$ cat config.mk
export PLATFORM = sky130hd
export DESIGN_NAME = video_timing_tracker
export DESIGN_NICKNAME = d
export VERILOG_FILES = /design/src/rtl/video_timing_tracker.sv
export SDC_FILE = /design/constraint.sdc
export NUM_CORES = 1
export LEC_CHECK = 0
export ABC_AREA = 0
export BUFFER_PORTS_ARGS = -buffer_cell sky130_fd_sc_hd__buf_2
export CAP_MARGIN = 20
export CORE_UTILIZATION = 50
export CTS_CLUSTER_DIAMETER = 100
export CTS_CLUSTER_SIZE = 24
export DETAILED_ROUTE_END_ITERATION = 6
export GPL_ROUTABILITY_DRIVEN = 0
export PLACE_DENSITY = 0.77
export RECOVER_POWER = 25
export SLEW_MARGIN = 20
export SYNTH_ARGS = -nofsm -noshare
export SYNTH_HDL_FRONTEND = slang
export SYNTH_SLANG_ARGS = --single-unit
$ cat constraint.sdc
create_clock -name clk_i -period 2.5 [get_ports clk_i]
set_input_delay 0 -clock clk_i [delete_from_list [all_inputs] [get_ports clk_i]]
set_output_delay 0 -clock clk_i [all_outputs]
set_load 0.03 [all_outputs]
$ cat src/rtl/video_timing_tracker.sv
// Video timing tracker: one-cycle pass-through of sync/data with pixel coordinates,
// frame/line markers and a lock monitor that counts timing violations.
module video_timing_tracker #(
  parameter int unsigned H_WIDTH     = 1920,
  parameter int unsigned V_HEIGHT    = 1080,
  parameter int unsigned LOCK_FRAMES = 2
) (
  input  logic        clk_i,
  input  logic        rst_i,
  input  logic        vs_i,
  input  logic        hs_i,
  input  logic        de_i,
  input  logic [23:0] data_i,
  output logic        vs_o,
  output logic        hs_o,
  output logic        de_o,
  output logic [23:0] data_o,
  output logic [11:0] x_o,
  output logic [10:0] y_o,
  output logic        sof_o,
  output logic        eol_o,
  output logic        locked_o,
  output logic [7:0]  err_cnt_o
);

  localparam int unsigned DATA_W = 24;
  localparam int unsigned X_W    = 12;
  localparam int unsigned Y_W    = 11;
  localparam int unsigned RUN_W  = 13;
  localparam int unsigned LINE_W = 12;
  localparam int unsigned GOOD_W = 4;
  localparam int unsigned ERR_W  = 8;

  typedef enum logic [1:0] {
    S_UNLOCKED = 2'd0,
    S_CHECK    = 2'd1,
    S_LOCKED   = 2'd2
  } state_t;

  logic              r_vs, r_hs, r_de, r_sof;
  logic [DATA_W-1:0] r_data;
  logic [X_W-1:0]    r_x, w_x_nxt;
  logic [Y_W-1:0]    r_y, w_y_nxt;
  logic [RUN_W-1:0]  r_run, w_run_nxt;
  logic [LINE_W-1:0] r_lines, w_lines_nxt, w_lines_incl;
  logic              r_discard, w_discard_nxt;
  logic              r_frame_bad;
  logic [GOOD_W-1:0] r_good, w_good_sum;
  logic [ERR_W-1:0]  r_err;
  state_t            r_state, w_state_nxt;

  logic w_vs_rise, w_de_rise, w_de_fall;
  logic w_line_end, w_line_bad, w_frame_bad;
  logic w_good_clr, w_good_inc, w_err_inc;

  // Edges are taken against the registered samples, which reset to 0.
  assign w_vs_rise = vs_i & ~r_vs;
  assign w_de_rise = de_i & ~r_de;
  assign w_de_fall = ~de_i & r_de;

  // A vs rise in the middle of a run closes that line early; the remnant is discarded.
  assign w_line_end   = r_de & (~de_i | w_vs_rise) & ~r_discard;
  assign w_line_bad   = w_line_end & (r_run != RUN_W'(H_WIDTH));
  assign w_lines_incl = (w_line_end && (r_lines != '1)) ? r_lines + LINE_W'(1) : r_lines;
  assign w_frame_bad  = r_frame_bad | w_line_bad | (w_lines_incl != LINE_W'(V_HEIGHT));

  always_comb begin
    w_x_nxt       = r_x;
    w_y_nxt       = r_y;
    w_run_nxt     = r_run;
    w_lines_nxt   = r_lines;
    w_discard_nxt = r_discard;
    if (de_i) begin
      if (w_de_rise) begin
        w_x_nxt   = '0;
        w_run_nxt = RUN_W'(1);
      end else begin
        w_x_nxt   = (r_x == '1) ? r_x : r_x + X_W'(1);
        w_run_nxt = (r_run == '1) ? r_run : r_run + RUN_W'(1);
      end
    end
    if (w_line_end) begin
      w_y_nxt     = (r_y == '1) ? r_y : r_y + Y_W'(1);
      w_lines_nxt = w_lines_incl;
    end
    if (w_de_fall) begin
      w_discard_nxt = 1'b0;
    end
    if (w_vs_rise) begin
      w_y_nxt     = '0;
      w_lines_nxt = '0;
      if (r_de && de_i) begin
        w_discard_nxt = 1'b1;
      end
    end
  end

  // Pass-through pipeline and position tracking.
  always_ff @(posedge clk_i) begin
    if (rst_i) begin
      r_vs        <= 1'b0;
      r_hs        <= 1'b0;
      r_de        <= 1'b0;
      r_data      <= '0;
      r_x         <= '0;
      r_y         <= '0;
      r_sof       <= 1'b0;
      r_run       <= '0;
      r_lines     <= '0;
      r_discard   <= 1'b0;
      r_frame_bad <= 1'b0;
    end else begin
      r_vs        <= vs_i;
      r_hs        <= hs_i;
      r_de        <= de_i;
      r_data      <= data_i;
      r_x         <= w_x_nxt;
      r_y         <= w_y_nxt;
      r_sof       <= de_i & (w_x_nxt == '0) & (w_y_nxt == '0);
      r_run       <= w_run_nxt;
      r_lines     <= w_lines_nxt;
      r_discard   <= w_discard_nxt;
      if (w_vs_rise) begin
        r_frame_bad <= 1'b0;
      end else if (w_line_bad) begin
        r_frame_bad <= 1'b1;
      end
    end
  end

  always_ff @(posedge clk_i) begin
    if (rst_i) begin
      r_state <= S_UNLOCKED;
    end else begin
      r_state <= w_state_nxt;
    end
  end

  assign w_good_sum = r_good + GOOD_W'(1);

  always_comb begin
    w_state_nxt = r_state;
    case (r_state)
      S_UNLOCKED: begin
        if (w_vs_rise) begin
          w_state_nxt = S_CHECK;
        end
      end
      S_CHECK: begin
        if (w_vs_rise) begin
          if (w_frame_bad) begin
            w_state_nxt = S_UNLOCKED;
          end else if (w_good_sum >= GOOD_W'(LOCK_FRAMES)) begin
            w_state_nxt = S_LOCKED;
          end
        end
      end
      S_LOCKED: begin
        if (w_line_bad || (w_vs_rise && w_frame_bad)) begin
          w_state_nxt = S_UNLOCKED;
        end
      end
      default: w_state_nxt = S_UNLOCKED;
    endcase
  end

  // One error per unlock event, so a bad line and its bad frame count once.
  always_comb begin
    w_good_clr = 1'b0;
    w_good_inc = 1'b0;
    w_err_inc  = 1'b0;
    case (r_state)
      S_UNLOCKED: w_good_clr = w_vs_rise;
      S_CHECK:    w_good_inc = w_vs_rise & ~w_frame_bad;
      S_LOCKED:   w_err_inc  = w_line_bad | (w_vs_rise & w_frame_bad);
      default:    w_good_clr = 1'b0;
    endcase
  end

  always_ff @(posedge clk_i) begin
    if (rst_i) begin
      r_good <= '0;
      r_err  <= '0;
    end else begin
      if (w_good_clr) begin
        r_good <= '0;
      end else if (w_good_inc) begin
        r_good <= w_good_sum;
      end
      if (w_err_inc && (r_err != '1)) begin
        r_err <= r_err + ERR_W'(1);
      end
    end
  end

  assign vs_o      = r_vs;
  assign hs_o      = r_hs;
  assign de_o      = r_de;
  assign data_o    = r_data;
  assign x_o       = r_x;
  assign y_o       = r_y;
  assign sof_o     = r_sof;
  assign err_cnt_o = r_err;
  assign locked_o  = (r_state == S_LOCKED);
  // End of line needs one sample of lookahead, so it decodes the live de_i.
  assign eol_o     = r_de & ~de_i & ~rst_i;

endmodule

==> impl_metrics.yaml <==
logic_synthesis:
  syn_avg_cell_area_sq_um: 8.70
  synthArstFlopShare_pct: 0
  synthesis.instances: 506
  synth_largest_area_cell: "dfxtp_1"
  synth_nets: 543
  postSynthRegisterBits: 92
  post_synth_instance_area_sq_mm: 0.00440
  ys_dominant_reg_cell: "dfxtp_1"
  post-synth-top-area-fraction_pct: 41.8
  ys_seq_area_share_pct: 41.8
  synth_enable_flop_cells: 0
  ranking_of_synthesized_cells_by_area: "dfxtp_1 (42%), nor2_1 (5.5%), nor2b_1 (5.0%), xor2_1 (3.6%), nand3_1 (3.4%)"
  yosys_warnings: 0
  post_synth_num_cell_types: 64
routing:
  drt-wirelength-per-cell_microns: 14.7
  drt_iter0_markers: 218
  route.detailed.vias_per_inst: 5.56
  remaining_drc_errors: 1
  totalWireLength_microns: 11300
  antenna_left: 0
  drt-pass1-iter-count: 7
  vias_after_detailed_routing: 4279
grt:
  grt-ovfl-total: 0
  first_global_vias: 3845
  gr_usage_total_pct: 23.1
  grt_first_pass_wirelength_microns: 16700
  grt_start_max_net_pins: 32
  antenna_found_initial: 0
sta:
  final_max_slew_viol_count: 0
  timing.slew.headroom_pct: 34.0
  unrepaired_setup_endpoints_after_global_routing: "yes"
  finalCriticalPeriod_ns: 2.53
  fin_ws_ns: -0.0322
  holdWs_ns: 0.0883
  clock-skew-final_ns: 0.0128
  worst_slew_pin_slew_ns: 0.989
  final.period_utilization_pct: 101
  finalSetupViolCount: 1
  max_clock_freq_mhz: 395
  final_count_of_hold_timing_violations: 0
  finalSetupTns_ns: -0.0322
cells_and_area:
  finalNetCount: 696
  diodes_inserted: 0
  stdcell_area_sq_mm: 0.00590
  synthToLayoutAreaGrowth_pct: 33.9
  drive_above_1_share_pct: 31.8
floorplanning:
  initial_cell_density_of_the_core_pct: 52.5
  num_rows: 33
  core_area_sq_mm: 0.00838
  die_height_microns: 95.8
  number_of_i_o_pins: 90
  fp.dieW_microns: 95.8
  die_area_sq_mm: 0.00918
critical_path:
  crit_type: "register to register"
  setup.reg_to_reg.worst_slack_ns: -0.03
  setup.worst_path.start_class: "register"
  critical_path_rt_ns: 2.79
  endpoint_kind: "register"
  worstPathMaxFanout: 8
  crit_arrival_ns: 2.82
placement:
  detailedPlace.worstSlack_ns: -0.0431
  port-buffer-count: 89
  hpwl_microns: 7340
  placedInstanceArea_sq_mm: 0.00519
clock_tree:
  cts_made_buffers: 9
  cts_tree: "built"
  h-tree-depth: 3
  clkSinkCount: 92
  clockBufferDepth: 2
  clkSlewWorstSetupHoldPaths_ns: 0.09
  clock_insertion_delay_worst_skew_ns: 0.36
  clock-root-buffer: "clkbuf_8"
power:
  report.power.total_mw: 2.74
  power_per_cell_area_mw_per_mm2: 465
  worst_ir_drop_vdd_mv: 0.312
  p_leak_nw: 2.37
outcome:
  run_status: "finished with violations"
  violations: "DRC, setup timing"
run:
  max_cap_violations: 0
worst_hold_path:
  hp-class: "input pin to register"
==> final timing paths <==
kind | from | to | cells after the start
max | vs_o$_SDFF_PP0_ | r_good[1]$_SDFFE_PP0P_ | 7
min | rst_i | x_o[9]$_SDFF_PP0_ | 2
max reg2reg | vs_o$_SDFF_PP0_ | r_good[1]$_SDFFE_PP0P_ | 7
min reg2reg | r_good[3]$_SDFFE_PP0P_ | r_good[3]$_SDFFE_PP0P_ | 2
==> cell usage after synthesis, drive strengths merged (6+ instances only) <==
library cell  number
or3                8
buf                9
dfxtp             92
xor2              18
xnor2             17
mux2i              7
clkbuf            19
nand4             13
nor4               9
a2111oi            6
nand2             32
ha                 8
inv               13
nand3             30
nand2b             9
o21ai             13
nor2b             35
nor3              10
a21oi             25
nor2              65
==> state kept, by name (all words and copies together) (netlist names), named ones only <==
register and flops:
r_lines 12, hs_o 1, vs_o 1, r_frame_bad 1, r_state 2, sof_o 1
err_cnt_o 8, data_o 24, y_o 11, x_o 12, r_run 13, de_o 1
r_good 4
==> per-stage QoR <==
step           utilization [%]  instances
2_1_floorplan                -        506
3_3_place_gp              61.9        710
3_5_place_dp              61.9        710
4_1_cts                   68.4        759
5_1_grt                   70.3        769
6_report                  70.3        769
==> cells in the final DEF, fill, tap and decap left out, types with 17 or more instances in the layout <==
cell type	n
nand3_1	28
nor2b_1	35
xor2_1	18
a21oi_1	22
nand2_1	32
xnor2_1	17
nor2_1	65
dlygate4sd3_1	26
buf_2	89
buf_4	54
dfxtp_1	78
==> timing repair <==
item / 4_1_cts / 5_1_grt
endpoints found under the hold margin: 26 / 0
buffers inserted: 7 / 10
resized for setup: 14 / 25
pin swaps: 4 / 10
hold buffers: 26 / 0
endpoints found under the setup margin: 5 / 10
==> power by group <==
group          switching, mW  internal, mW  total (mW)
clock network          0.521         0.392       0.912
logic                  0.185         0.134       0.319
registers             0.0150          1.50        1.51
==> logic make-up (layout without fill, tap and decap cells) <==
| kind of cell | after synthesis | count (layout) | share of synthesized area [%] |
|---|---|---|---|
| buffers and inverters | 41 | 199 | 3.87 |
| AOI/OAI and AO/OA | 77 | 77 | 12.6 |
| DFF | 92 | 92 | 41.8 |
| xor gates and xnor gates | 35 | 35 | 6.96 |
| and+or+nand+nor | 244 | 244 | 30.4 |
| muxes | 9 | 9 | 2.10 |
| adders and majority gates | 8 | 8 | 2.27 |
==> cell type report <==
cell class              count  area, sq um
well taps                 105          131
flip-flops and latches     92         1870
clock inverters             5         36.3
clock buffers              11          141
multi-input cells         373         2550
inverters                  13         48.8
repair buffers            170         1120
fillers                   678         2490
==> worst max-delay path, cell delays in order, from the launching register on <==
cell and delay [ns]:
dfxtp_4 0.35, nand2b_4 0.21, a2111oi_4 0.45, a31o_2 0.24, o2111ai_2 0.18, or4_4 0.53
or3_1 0.37, a21oi_1 0.14
==> routing by layer <==
layer	vias to the layer above	track usage [%]	routed length [microns]
met5	-	0	0
met4	0	10.8	327
met3	29	3.87	656
met2	166	40.0	5580
met1	1985	27.7	4770
li1	2099	-	-
Note: power is estimated with default switching activity, not from simulation.
